### src/rtl/uart_rx_frame_parser.sv
// Purpose : pulls bytes from the UART RX FIFO, hunts HEAD0/HEAD1/LEN/payload/CHK frames and releases verified payloads.
// Latency : CHK byte valid in cycle t -> frame_ok_o and first payload byte in t+1; at most one FIFO read every 2 cycles.
// Backpr. : payload_valid_o/payload_ready_i stream; the FIFO is not read while a payload drains.
//
// Ports:
//   sys_clk_i, rst_n_i                  clock (also FIFO read clock), async active-low reset
//   fifo_rx_rd_en_o                     registered read strobe, one byte per pulse
//   fifo_rx_dout_valid_i/_dout_i        read data, valid exactly one cycle after the strobe
//   fifo_rx_empty_i                     FIFO empty flag
//   payload_valid_o/_data_o/_last_o     payload byte stream; payload_ready_i accepts a byte
//   frame_ok_o, frame_len_o             verified-frame pulse and its LEN (held until the next one)
//   err_chk_cnt_o/_len_/_timeout_       saturating error counters
module uart_rx_frame_parser #(
    parameter logic [7:0]  HEAD0          = 8'h55,
    parameter logic [7:0]  HEAD1          = 8'hAA,
    parameter int          MAX_LEN        = 32,
    parameter logic [15:0] TIMEOUT_CYCLES = 16'd50000
) (
    input  logic       sys_clk_i,
    input  logic       rst_n_i,
    output logic       fifo_rx_rd_en_o,
    input  logic       fifo_rx_dout_valid_i,
    input  logic [7:0] fifo_rx_dout_i,
    input  logic       fifo_rx_empty_i,
    output logic       payload_valid_o,
    output logic [7:0] payload_data_o,
    output logic       payload_last_o,
    input  logic       payload_ready_i,
    output logic       frame_ok_o,
    output logic [7:0] frame_len_o,
    output logic [7:0] err_chk_cnt_o,
    output logic [7:0] err_len_cnt_o,
    output logic [7:0] err_timeout_cnt_o
);
    localparam int         IDX_W     = $clog2(MAX_LEN + 1);
    localparam int         ADDR_W    = (MAX_LEN > 1) ? $clog2(MAX_LEN) : 1;
    localparam logic [7:0] MAX_LEN_B = 8'(MAX_LEN);

    typedef enum logic [2:0] {
        S_HUNT0, S_HUNT1, S_LEN, S_PAYLOAD, S_CHK, S_DRAIN
    } state_t;

    state_t           state_r, state_nxt;
    logic [7:0]       len_r;
    logic [7:0]       sum_r;
    logic [IDX_W-1:0] idx_r;
    logic [IDX_W-1:0] drain_idx_r;
    logic [IDX_W-1:0] drain_nxt;
    logic [15:0]      idle_r;
    logic             rd_pend_r;
    logic [7:0]       pay_mem_r [0:MAX_LEN-1];

    logic in_frame, rd_busy, timeout, byte_vld;
    logic len_bad, chk_ok, pay_done;
    logic drain_hs, drain_end, rd_issue;

    function automatic logic [7:0] sat_inc(input logic [7:0] v);
        return (v == 8'hFF) ? v : v + 8'd1;
    endfunction

    always_comb begin
        in_frame  = (state_r == S_HUNT1) || (state_r == S_LEN) ||
                    (state_r == S_PAYLOAD) || (state_r == S_CHK);
        // Outstanding read spans the strobe cycle and the data cycle.
        rd_busy   = fifo_rx_rd_en_o || rd_pend_r;
        timeout   = in_frame && !rd_busy && (idle_r >= TIMEOUT_CYCLES);
        byte_vld  = fifo_rx_dout_valid_i && !timeout;
        len_bad   = (fifo_rx_dout_i == 8'd0) || (fifo_rx_dout_i > MAX_LEN_B);
        chk_ok    = (fifo_rx_dout_i == sum_r);
        pay_done  = ((8'(idx_r) + 8'd1) == len_r);
        drain_hs  = (state_r == S_DRAIN) && payload_valid_o && payload_ready_i;
        drain_end = drain_hs && ((8'(drain_idx_r) + 8'd1) == len_r);
        drain_nxt = drain_idx_r + 1'b1;

        state_nxt = state_r;
        if (timeout) begin
            state_nxt = S_HUNT0;
        end else begin
            if (byte_vld) begin
                case (state_r)
                    S_HUNT0:   if (fifo_rx_dout_i == HEAD0) state_nxt = S_HUNT1;
                    S_HUNT1:   if (fifo_rx_dout_i == HEAD1) state_nxt = S_LEN;
                               else if (fifo_rx_dout_i != HEAD0) state_nxt = S_HUNT0;
                    S_LEN:     state_nxt = len_bad ? S_HUNT0 : S_PAYLOAD;
                    S_PAYLOAD: if (pay_done) state_nxt = S_CHK;
                    S_CHK:     state_nxt = chk_ok ? S_DRAIN : S_HUNT0;
                    default:   state_nxt = state_r;
                endcase
            end
            if (drain_end) state_nxt = S_HUNT0;
        end

        // Decided on the next state so no read is launched into DRAIN, and a
        // read may start in the very cycle the parser returns to HUNT0.
        rd_issue = (state_nxt != S_DRAIN) && !fifo_rx_empty_i && !fifo_rx_rd_en_o &&
                   (!rd_pend_r || fifo_rx_dout_valid_i);
    end

    // Payload buffer: plain storage, no reset needed.
    always_ff @(posedge sys_clk_i) begin
        if (byte_vld && state_r == S_PAYLOAD)
            pay_mem_r[idx_r[ADDR_W-1:0]] <= fifo_rx_dout_i;
    end

    always_ff @(posedge sys_clk_i or negedge rst_n_i) begin
        if (!rst_n_i) begin
            state_r           <= S_HUNT0;
            len_r             <= 8'd0;
            sum_r             <= 8'd0;
            idx_r             <= '0;
            drain_idx_r       <= '0;
            idle_r            <= 16'd0;
            rd_pend_r         <= 1'b0;
            fifo_rx_rd_en_o   <= 1'b0;
            payload_valid_o   <= 1'b0;
            payload_data_o    <= 8'd0;
            payload_last_o    <= 1'b0;
            frame_ok_o        <= 1'b0;
            frame_len_o       <= 8'd0;
            err_chk_cnt_o     <= 8'd0;
            err_len_cnt_o     <= 8'd0;
            err_timeout_cnt_o <= 8'd0;
        end else begin
            state_r         <= state_nxt;
            frame_ok_o      <= 1'b0;
            fifo_rx_rd_en_o <= rd_issue;

            if (fifo_rx_rd_en_o)           rd_pend_r <= 1'b1;
            else if (fifo_rx_dout_valid_i) rd_pend_r <= 1'b0;

            // Idle counter restarts on every byte and every state change.
            if (!in_frame || fifo_rx_dout_valid_i || state_nxt != state_r)
                idle_r <= 16'd0;
            else if (idle_r != 16'hFFFF)
                idle_r <= idle_r + 16'd1;

            if (timeout)
                err_timeout_cnt_o <= sat_inc(err_timeout_cnt_o);

            if (byte_vld) begin
                case (state_r)
                    S_LEN: begin
                        if (len_bad) begin
                            err_len_cnt_o <= sat_inc(err_len_cnt_o);
                        end else begin
                            len_r <= fifo_rx_dout_i;
                            sum_r <= fifo_rx_dout_i;
                            idx_r <= '0;
                        end
                    end
                    S_PAYLOAD: begin
                        sum_r <= sum_r + fifo_rx_dout_i;
                        idx_r <= idx_r + 1'b1;
                    end
                    S_CHK: begin
                        if (chk_ok) begin
                            frame_ok_o      <= 1'b1;
                            frame_len_o     <= len_r;
                            payload_valid_o <= 1'b1;
                            payload_data_o  <= pay_mem_r[0];
                            payload_last_o  <= (len_r == 8'd1);
                            drain_idx_r     <= '0;
                        end else begin
                            err_chk_cnt_o <= sat_inc(err_chk_cnt_o);
                        end
                    end
                    default: ;
                endcase
            end

            if (drain_hs) begin
                if (drain_end) begin
                    payload_valid_o <= 1'b0;
                    payload_last_o  <= 1'b0;
                end else begin
                    drain_idx_r    <= drain_nxt;
                    payload_data_o <= pay_mem_r[drain_nxt[ADDR_W-1:0]];
                    payload_last_o <= ((8'(drain_nxt) + 8'd1) == len_r);
                end
            end
        end
    end
endmodule

### config.mk
export PLATFORM = sky130hd
export DESIGN_NAME = uart_rx_frame_parser
export DESIGN_NICKNAME = d
export VERILOG_FILES = /design/src/rtl/uart_rx_frame_parser.sv
export SDC_FILE = /design/constraint.sdc
export NUM_CORES = 1
export LEC_CHECK = 0
export BUFFER_PORTS_ARGS = -buffer_cell sky130_fd_sc_hd__buf_2
export CORE_UTILIZATION = 67
export DETAILED_ROUTE_END_ITERATION = 7
export PLACE_DENSITY = 0.9
export SLEW_MARGIN = 40
export SYNTH_ARGS = -nofsm -noshare
export SYNTH_HDL_FRONTEND = slang
export SYNTH_SLANG_ARGS = --single-unit
### constraint.sdc
create_clock -name sys_clk_i -period 5.6 [get_ports sys_clk_i]
set_input_delay 0.28 -clock sys_clk_i [delete_from_list [all_inputs] [get_ports sys_clk_i]]
set_output_delay 0.28 -clock sys_clk_i [all_outputs]
set_load 0.05 [all_outputs]
==> metrics.md <==
| Metric | Value |
|---|---|
| Core ar. | 22000 um^2 |
| Final worst slack | 1.69 ns |
| GRT Residual Overflow | 0 |
| Crit Path Max Fanout | 37 |
| WS Path Type | reg2reg |
| Lkg Pwr | 6.19 nW |
| Clk slew on worst S/H paths | about 0.060 ns |
| Largest net degree at the start of global routing | 49 |
| Vias | 9503 |
| Hold Path Depth | 1 |
| Number of port buffers | 56 |
| Peak supply drop | 0.343 mV |
| Final #Nets | roughly 1100 |
| Worst-Skew Late Latency | 0.53 ns |
| Row count | 54 |
| Max stage delay on crit path | 0.86 ns |
| Worst EP arrival | 4.35 ns |
| Final core occ | 0.770 |
| Overall routing resource usage | 0.333 |
| Critical path cell sequence | inv_1 -> ha_2 -> xnor2_1 -> nor4_1 -> nand4_1 -> o31ai_2 -> buf_4 -> and2_0 -> o21ai_0 -> o21ai_0 |
| Area after DPL | 15700 um^2 |
| Final min period | 3.91 ns |
| Total wire length | 38000 um |
| DRC Markers | 1 |
| Synthesized flop and latch total | between 300 and 400 |
| TritonCTS clock tree | done |
| DRT iter0 DRCs | 1005 |
| Synth Flop Type | edfxtp_1 |
| Root buf cell | clkbuf_16 |
| Synth top area cells | edfxtp_1, dfrtp_1, mux4_2 |
| Synth warn | 0 |
| Drt first pass iters | 8 |
| Boundary Pins | 57 |
| CP Data Required Time | just over 6 ns |
| Final Cycle Share | 0.697 |
| Vias per inst | 7.05 |
| Pre-CTS setup slack | 1.92 ns |
| Hold buffer count at cts | 2 |
| Clk_skew | approximately 0.033 ns |
| Initial antenna violation count | 0 |
| Share of layout cells above drive strength 1 | 0.235 |
| Initial Util | 0.689 |
| Power per cell area | 383 nW/um^2 |
| Vias in the first global route | 9485 |
| Post-synth EDFFs | around 260 |
| Worst relative slew slack | 0.399 |
| Syn Nets | 1012 |
| Status | finished, violations left |
| Async set or reset register ratio after synthesis | 0.264 |
| Resized cells post-CTS | 0 |
| Max-slew violation count | 0 |
| Worst path most repeated cell | o21ai_0 |
| Dpl hpwl | 21700 um |
| Routed wire per std cell | 28.2 um |
| Diode count | 0 |
| Clk buf depth | 3 |
| Synth unique cells | 75 |
| Synthesized cell area | about 15000 um^2 |
| Fmax | approximately 260 MHz |
| Tightest Pin Transition | approximately 0.90 ns |
| Setup Viol. Count Final | 0 |
| R2R depth | 10 |
| GPL Wtd Cong | 0.867 |
| Failing checks | design-rule violations |
| Clock sinks | ~350 |
| MaxCap Viol Count | 0 |
| Syn avg cell area | 15.5 um^2 |
| Die area | 23300 um^2 |
| Mapped Cells | 980 |
| CTS buffer count | 36 |
| RSZ-0062 raised after global routing | no |
| Yosys top cell by area | edfxtp_1 |
| Max H-tree Level | 2 |
| Hold WC Path Type | in2reg |
| CP Launch Type | flip-flop |
| Count leader, synth | edfxtp_1 |
| Slowest stage cell, crit path | dfrtp_4 |
| First-pass GRT wire length | 57300 um |
| Post-CTS setup buffer count | 0 |
| Post-synthesis sequential area ratio | 0.658 |
| Final instance area | ~17000 um^2 |
| Most frequent cells after synthesis | edfxtp_1, dfrtp_1, nor2_1 |
| Final ANT Viol Nets | 0 |
| Die X | 153 um |
| Final hold violations | 0 |
| Synth top area share | 0.507 |
| Synthesis-to-finish area growth | 11.8% |
| Final TNS setup | 0 ns |
| Die H | 153 um |
| Critical Path Sink Type | flip-flop |
[routing by layer]
metal  vias to the layer above  part of all wire  GRT usage
li1                       3873                 -          -
met1                      4658              0.34      0.430
met2                       798              0.49      0.554
met3                       174              0.11     0.0546
met4                         0             0.061      0.176
met5                         -                 0          0
[through the flow]
step                      hold slack, ns  cells  total power [W]
after floorplan                  -0.0156    980          0.00382
after global placement             0.316   1279          0.00402
after detailed placement           0.321   1279          0.00407
after CTS                         0.0526   1346          0.00645
after global routing              0.0633   1347          0.00668
final                             0.0882   1347          0.00649
[path summary, 6_finish.rpt]
path                                    from                    to  slack (ns)
hold / removal             fifo_rx_dout_i[1]       pay_mem_r[1][1]        0.09
setup / recovery              drain_idx_r[0]        drain_idx_r[2]        1.69
setup reg to reg              drain_idx_r[0]        drain_idx_r[2]        1.69
min in group asynchronous            rst_n_i  err_timeout_cnt_o[5]        0.34
hold reg to reg               frame_len_o[3]        frame_len_o[3]        0.48
max in group asynchronous            rst_n_i              sum_r[2]        4.19
[layout make-up]
class,count,area (um^2)
flip-flops and latches,348,9990
fillers,1143,5070
multi-input cells,562,4950
clock buffers,49,1000
repair buffers,71,413
well taps,280,350
clock inverters,16,176
inverters,21,78.8
[cell usage in the layout, fill, tap and decap left out, drive strengths merged, types with 7 or more instances in the layout]
cell / netlist / final
nor2b: 7 / 7
nor2: 85 / 85
and2b: 7 / 7
a21oi: 13 / 13
nor3: 17 / 17
xor2: 22 / 22
nor4: 7 / 7
xnor2: 40 / 40
o21ai: 31 / 31
clkinv: 0 / 10
nand4: 13 / 13
ha: 18 / 18
edfxtp: 256 / 256
a211oi: 11 / 11
buf: 21 / 69
mux4: 80 / 80
clkbuf: 28 / 49
mux2: 8 / 8
and3: 8 / 8
dfrtp: 92 / 92
inv: 21 / 23
nand3: 21 / 21
nand2: 80 / 80
a31oi: 13 / 13
[kinds of logic after synthesis]
kind of cell / count (synthesis) / synth area share
mux: 91 / 0.127
compound gates: 104 / 0.0471
buf+inv: 70 / 0.0203
simple gates: 284 / 0.0925
fa+ha+maj: 19 / 0.0162
xor+xnor: 64 / 0.0388
flops: 348 / 0.658
[flip-flops by register name, indices dropped and copies added, names as in the netlist, 3 cells and up]
name,cells
pay_mem_r,256
idle_r,16
err_chk_cnt_o,8
err_len_cnt_o,8
err_timeout_cnt_o,8
frame_len_o,8
len_r,8
payload_data_o,8
sum_r,8
drain_idx_r,6
idx_r,6
state_r,3
[power breakdown]
group          switching, W  leakage, nW  internal [W]
clock               0.00101        0.576       0.00140
sequential         0.000190         3.54       0.00291
combinational      0.000623         2.07      0.000364
total               0.00182         6.19       0.00467
[worst max-delay path, delay by kind of cell, from the launching register on]
kind                       cells  cell delay, ns
xor gates and xnor gates       1            0.24
adders and majority gates      1            0.66
buffers and inverters          2            0.54
and+or+nand+nor                3            0.98
DFF                            1            0.86
AOI/OAI and AO/OA              3            0.52
No activity file was read; power rests on OpenSTA's default activity.
